## config.mk

```make
export PLATFORM = sky130hd
export DESIGN_NAME = bus_reader
export DESIGN_NICKNAME = d
export VERILOG_FILES = /design/src/rtl/bus_reader.sv
export SDC_FILE = /design/constraint.sdc
export NUM_CORES = 1
export LEC_CHECK = 0
export ABC_AREA = 1
export CAP_MARGIN = 10
export CORE_AREA = 2 2 62 64
export DETAILED_ROUTE_END_ITERATION = 10
export DIE_AREA = 0 0 64 66
export PLACE_DENSITY = 0.79
export SETUP_SLACK_MARGIN = 0.1
export SYNTH_ARGS = -nofsm -noshare
export SYNTH_HDL_FRONTEND = slang
export SYNTH_SLANG_ARGS = --single-unit
```

## constraint.sdc

```tcl
create_clock -name clk -period 3.4 [get_ports clk]
set_input_delay 0.68 -clock clk [delete_from_list [all_inputs] [get_ports clk]]
set_output_delay 0.68 -clock clk [all_outputs]
set_load 0.05 [all_outputs]
```

## src/rtl/bus_reader.sv

```systemverilog
// rtl/bus_reader.sv - bus receive FIFO: captures strobed bus words, drains over valid/ready
module bus_reader #(
    parameter int N     = 8,
    parameter int DEPTH = 4,
    parameter int AW    = $clog2(DEPTH)
) (
    input  logic          clk,
    input  logic          rst_n,
    input  logic [N-1:0]  bus_in,
    input  logic          bus_strobe,
    output logic          bus_busy,
    output logic [N-1:0]  out_data,
    output logic          out_valid,
    input  logic          out_ready,
    output logic [AW:0]   count,
    output logic          overflow,
    input  logic          clr_ovf
);

    typedef enum logic [1:0] {
        ST_EMPTY   = 2'd0,
        ST_PARTIAL = 2'd1,
        ST_FULL    = 2'd2
    } state_t;

    localparam logic [AW:0] DEPTH_C = (AW+1)'(DEPTH);

    logic [N-1:0]  mem_q [DEPTH];
    logic [N-1:0]  mem_d [DEPTH];
    logic [AW-1:0] wr_ptr_q, wr_ptr_d;
    logic [AW-1:0] rd_ptr_q, rd_ptr_d;
    logic [AW:0]   count_q, count_d;
    logic          overflow_q, overflow_d;

    state_t state;
    logic   pop;
    logic   push;
    logic   drop;

    // Occupancy class is purely a function of count, so flags track it with no lag.
    always_comb begin
        state = ST_PARTIAL;
        if (count_q == '0) begin
            state = ST_EMPTY;
        end else if (count_q == DEPTH_C) begin
            state = ST_FULL;
        end
    end

    assign out_valid = (state != ST_EMPTY);
    assign bus_busy  = (state == ST_FULL);
    assign out_data  = mem_q[rd_ptr_q];
    assign count     = count_q;
    assign overflow  = overflow_q;

    // A pop frees a slot at the same edge, so a full FIFO still accepts a strobe then.
    assign pop  = out_valid & out_ready;
    assign push = bus_strobe & ((state != ST_FULL) | pop);
    assign drop = bus_strobe & (state == ST_FULL) & ~pop;

    always_comb begin
        mem_d    = mem_q;
        wr_ptr_d = wr_ptr_q;
        rd_ptr_d = rd_ptr_q;
        count_d  = count_q;

        if (push) begin
            mem_d[wr_ptr_q] = bus_in;
            wr_ptr_d        = wr_ptr_q + 1'b1;
        end
        if (pop) begin
            rd_ptr_d = rd_ptr_q + 1'b1;
        end

        case ({push, pop})
            2'b10:   count_d = count_q + 1'b1;
            2'b01:   count_d = count_q - 1'b1;
            default: count_d = count_q;
        endcase

        // A fresh drop wins over a coincident clear.
        overflow_d = drop | (overflow_q & ~clr_ovf);
    end

    always_ff @(posedge clk or negedge rst_n) begin
        if (!rst_n) begin
            for (int i = 0; i < DEPTH; i++) begin
                mem_q[i] <= '0;
            end
            wr_ptr_q   <= '0;
            rd_ptr_q   <= '0;
            count_q    <= '0;
            overflow_q <= 1'b0;
        end else begin
            mem_q      <= mem_d;
            wr_ptr_q   <= wr_ptr_d;
            rd_ptr_q   <= rd_ptr_d;
            count_q    <= count_d;
            overflow_q <= overflow_d;
        end
    end

endmodule

```

==> impl_results.html <==
<table>
<tr><th>Metric</th><th>Value</th></tr>
<tr><th colspan="2">Route</th></tr>
<tr><td>DRT Wirelength</td><td>4180 µm</td></tr>
<tr><td>Routed vias</td><td>1617</td></tr>
<tr><td>Average wire per standard cell</td><td>13.1 µm</td></tr>
<tr><td>Post-detailed-route DRC marker count</td><td>0</td></tr>
<tr><td>First-pass DRT Iterations</td><td>4</td></tr>
<tr><td>Number of nets with antenna violations after detailed routing</td><td>0</td></tr>
<tr><td>DRC violation total after the first TritonRoute iteration</td><td>152</td></tr>
<tr><td>Via density</td><td>5.07</td></tr>
<tr><th colspan="2">GRT</th></tr>
<tr><td>Antenna violations before repair</td><td>0</td></tr>
<tr><td>Pin count of the biggest net entering global routing</td><td>41</td></tr>
<tr><td>Overflow left after global routing</td><td>0</td></tr>
<tr><td>Via count of the first global-routing pass</td><td>1601</td></tr>
<tr><td>Total routing resource utilization after global routing</td><td>0.227</td></tr>
<tr><td>First-pass GRT wire length</td><td>7270 µm</td></tr>
<tr><th colspan="2">Place</th></tr>
<tr><td>Hpwl dp</td><td>2830 µm</td></tr>
<tr><td>RePlAce Congestion</td><td>0.825</td></tr>
<tr><td>Port Buf Inserts</td><td>26</td></tr>
<tr><td>Area after DPL</td><td>0.00228 mm²</td></tr>
<tr><th colspan="2">Power and ir drop</th></tr>
<tr><td>Static leakage power</td><td>1.22 nW</td></tr>
<tr><td>Max VDD drop</td><td>727 µV</td></tr>
<tr><td>Power density relative to cell area</td><td>1120 mW/mm²</td></tr>
<tr><th colspan="2">Finish</th></tr>
<tr><td>Number of diodes added for antenna fixing</td><td>0</td></tr>
<tr><td>Layout Utilization</td><td>0.664</td></tr>
<tr><td>Final net count</td><td>288</td></tr>
<tr><td>Synthesis-to-finish area growth</td><td>19.5%</td></tr>
<tr><td>Proportion of layout cells with a drive suffix above 1</td><td>0.0923</td></tr>
<tr><td>Design Area, Final</td><td>0.00236 mm²</td></tr>
<tr><th colspan="2">STA</th></tr>
<tr><td>Count of endpoints failing hold in the final timing report</td><td>0</td></tr>
<tr><td>Slew Viols, Final</td><td>0</td></tr>
<tr><td>Final setup viols</td><td>0</td></tr>
<tr><td>Setup TNS</td><td>0 ns</td></tr>
<tr><td>Tmin final</td><td>2.91 ns</td></tr>
<tr><td>Achievable frequency</td><td>0.344 GHz</td></tr>
<tr><td>Unrepaired setup endpoints after global routing</td><td>no</td></tr>
<tr><td>Relative max-transition margin</td><td>0.424</td></tr>
<tr><td>Tightest Pin Transition</td><td>0.864 ns</td></tr>
<tr><td>Post-route fraction of the period consumed by the critical path</td><td>0.855</td></tr>
<tr><td>Worst-case clock skew</td><td>0.0111 ns</td></tr>
<tr><th colspan="2">Clock tree</th></tr>
<tr><td>Hold-fix buffer count after cts</td><td>0</td></tr>
<tr><td>Root cell of the clock tree</td><td>clkbuf_4</td></tr>
<tr><td>Post-CTS Resized</td><td>0</td></tr>
<tr><td>Post-CTS setup buffer count</td><td>0</td></tr>
<tr><td>H-tree depth</td><td>2</td></tr>
<tr><td>TritonCTS sink count</td><td>40</td></tr>
<tr><td>Clock latency at the later pin of the worst-skew pair</td><td>0.35 ns</td></tr>
<tr><td>Clock tree from TritonCTS</td><td>built</td></tr>
<tr><td>Number of CTS-inserted buffers</td><td>5</td></tr>
<tr><td>Clk pin slew, worst setup/hold paths</td><td>0.13 ns</td></tr>
<tr><td>Longest Clk Path Bufs</td><td>2</td></tr>
<tr><th colspan="2">Setup path</th></tr>
<tr><td>Critical-path cell with the highest stage delay</td><td>clkdlybuf4s50_1</td></tr>
<tr><td>Setup crit start kind</td><td>register</td></tr>
<tr><td>Cell chain of the critical path</td><td>inv_1 &gt; o21ai_0 &gt; o22ai_1 &gt; clkdlybuf4s50_1</td></tr>
<tr><td>Critical-path maximum fanout</td><td>17</td></tr>
<tr><td>FF-to-FF Start</td><td>count[2]$_DFFE_PN0P_</td></tr>
<tr><td>Beginning of the critical path</td><td>rd_ptr_q[0]$_DFFE_PN0N_</td></tr>
<tr><td>Critical Path Max Stage Delay</td><td>0.84 ns</td></tr>
<tr><td>Data arrival, critical path</td><td>2.23 ns</td></tr>
<tr><td>R2R cell count</td><td>8</td></tr>
<tr><td>Crit path capture type</td><td>output port</td></tr>
<tr><td>Path type of the worst setup path</td><td>register to output port</td></tr>
<tr><td>Slack of the worst reg-to-reg path</td><td>1.70 ns</td></tr>
<tr><td>Worst r2r dst</td><td>count[2]$_DFFE_PN0P_</td></tr>
<tr><td>Worst path required time</td><td>2.72 ns</td></tr>
<tr><th colspan="2">Die</th></tr>
<tr><td>Initial Utilization</td><td>0.556</td></tr>
<tr><td>Area inside the core boundary</td><td>0.00355 mm²</td></tr>
<tr><td>Ports</td><td>27</td></tr>
<tr><td>Number of placement rows</td><td>22</td></tr>
<tr><td>Full die area</td><td>0.00422 mm²</td></tr>
<tr><td>Die Wd</td><td>64 µm</td></tr>
<tr><td>Height of the chip</td><td>66 µm</td></tr>
<tr><th colspan="2">Logic synthesis</th></tr>
<tr><td>Most repeated cell in the gate-level netlist after synthesis</td><td>nand2_1</td></tr>
<tr><td>Cells after synthesis</td><td>240</td></tr>
<tr><td>Syn Area/Cell</td><td>8.22 µm²</td></tr>
<tr><td>Async set-or-reset flop fraction in the synthesized netlist</td><td>1.00</td></tr>
<tr><td>Cell area after technology mapping</td><td>0.00197 mm²</td></tr>
<tr><td>Yosys reg bits</td><td>40</td></tr>
<tr><td>Count of synthesis-stage warnings from yosys</td><td>0</td></tr>
<tr><td>Seq/Total Area, Yosys</td><td>0.507</td></tr>
<tr><td>Synth top area cells</td><td>dfrtp_1, nand2_1, o21ai_0</td></tr>
<tr><td>Most frequent cells after synthesis</td><td>nand2_1, dfrtp_1, nor2_1</td></tr>
<tr><td>Number of library cell types mapped by synthesis</td><td>22</td></tr>
<tr><td>Post-synth EDFFs</td><td>0</td></tr>
<tr><td>Total nets after synthesis</td><td>258</td></tr>
<tr><td>Biggest area consumer among synthesized cells</td><td>dfrtp_1</td></tr>
<tr><td>Top-area cell type share of the netlist area</td><td>0.507</td></tr>
<tr><td>Prevailing post-synth register cell</td><td>dfrtp_1</td></tr>
<tr><th colspan="2">Outcome</th></tr>
<tr><td>Status</td><td>completed</td></tr>
<tr><th colspan="2">Worst hold path</th></tr>
<tr><td>Hold Crit Class</td><td>primary input to async pin</td></tr>
<tr><th colspan="2">Run</th></tr>
<tr><td>Max_cap viols</td><td>0</td></tr>
</table>
-- worst max-delay path: cells and delay by family (launching register included) --
family / cells / cell delay (ns)
buffers and inverters: 2 / 1.17
DFF: 1 / 0.40
AOI/OAI and AO/OA: 2 / 0.31
-- stage by stage --
| stage | worst slack [ns] | std cells | hold WS [ns] | power [mW] |
|---|---|---|---|---|
| 2_1_floorplan | 1.07 | 240 | 0.384 | 1.91 |
| 3_3_place_gp | 0.901 | 311 | 0.447 | 2.32 |
| 3_5_place_dp | 0.889 | 311 | 0.454 | 2.35 |
| 4_1_cts | 0.488 | 319 | 0.451 | 2.67 |
| 5_1_grt | 0.335 | 319 | 0.487 | 2.85 |
| 6_report | 0.493 | 319 | 0.425 | 2.65 |
-- metal layers --
metal / up-vias / share of wire / GRT usage
li1: 812 / - / -
met1: 763 / 0.47 / 0.305
met2: 37 / 0.48 / 0.368
met3: 5 / 0.044 / 0.0596
met4: 0 / 0.0086 / 0.0571
met5: - / 0 / 0
-- cells in the final DEF, fill, tap and decap left out --
cell | Yosys | layout
bufinv_16 | 0 | 1
nand2_1 | 105 | 105
buf_4 | 0 | 1
clkinvlp_4 | 0 | 1
o21ai_0 | 16 | 16
nand2_4 | 5 | 5
ha_1 | 4 | 4
clkdlybuf4s50_1 | 0 | 25
inv_8 | 1 | 1
fa_1 | 1 | 1
o21ai_1 | 2 | 2
dfrtp_1 | 40 | 40
inv_1 | 16 | 16
nand3_1 | 5 | 5
nor2_2 | 1 | 1
xor2_1 | 2 | 2
nor2_1 | 18 | 18
nand2_2 | 2 | 2
buf_2 | 3 | 1
clkbuf_4 | 0 | 5
nand4_1 | 2 | 2
a21oi_1 | 1 | 1
inv_2 | 1 | 1
nor2_4 | 4 | 4
nand2_8 | 1 | 1
clkinv_2 | 0 | 1
o22ai_1 | 9 | 9
-- where the power goes --
part	switching (mW)	total [mW]	internal (mW)
Sequential	0.144	0.839	0.695
Combinational	0.999	1.49	0.495
Clock	0.163	0.317	0.153
-- area by class of cell --
class	count	area [µm²]
Inverter	18	75.1
Multi-Input combinational cell	178	878
Sequential cell	40	1000
Clock buffer	5	37.5
Tap cell	48	60.1
Timing Repair Buffer	27	263
Fill cell	304	1190
Clock inverter	3	42.5
-- flip-flops by register name, indices dropped and copies added (netlist names) --
| register | flops |
|---|---|
| mem_q | 32 |
| count | 3 |
| overflow | 1 |
| wr_ptr_q | 2 |
| rd_ptr_q | 2 |
-- kinds of logic (layout without fill, tap and decap cells) --
group | Yosys count | after routing | synth area share
AO/OA/AOI/OAI | 28 | 28 | 0.0767
AND/OR/NAND/NOR | 143 | 143 | 0.324
XOR/XNOR | 2 | 2 | 0.00888
adder cells (fa/ha/maj) | 5 | 5 | 0.0355
flip-flops | 40 | 40 | 0.507
buffers and inverters | 22 | 53 | 0.0476
-- worst max-delay path by stage --
stage | end | slack [ns] | cells past startpoint
global placement | out_data[5] | 0.90 | 4
detailed placement | out_data[5] | 0.89 | 4
finish | out_data[0] | 0.49 | 4
global route | out_data[5] | 0.33 | 4
CTS | out_data[0] | 0.49 | 4
floorplan | out_data[6] | 1.07 | 5
No activity file was read; power rests on OpenSTA's default activity.
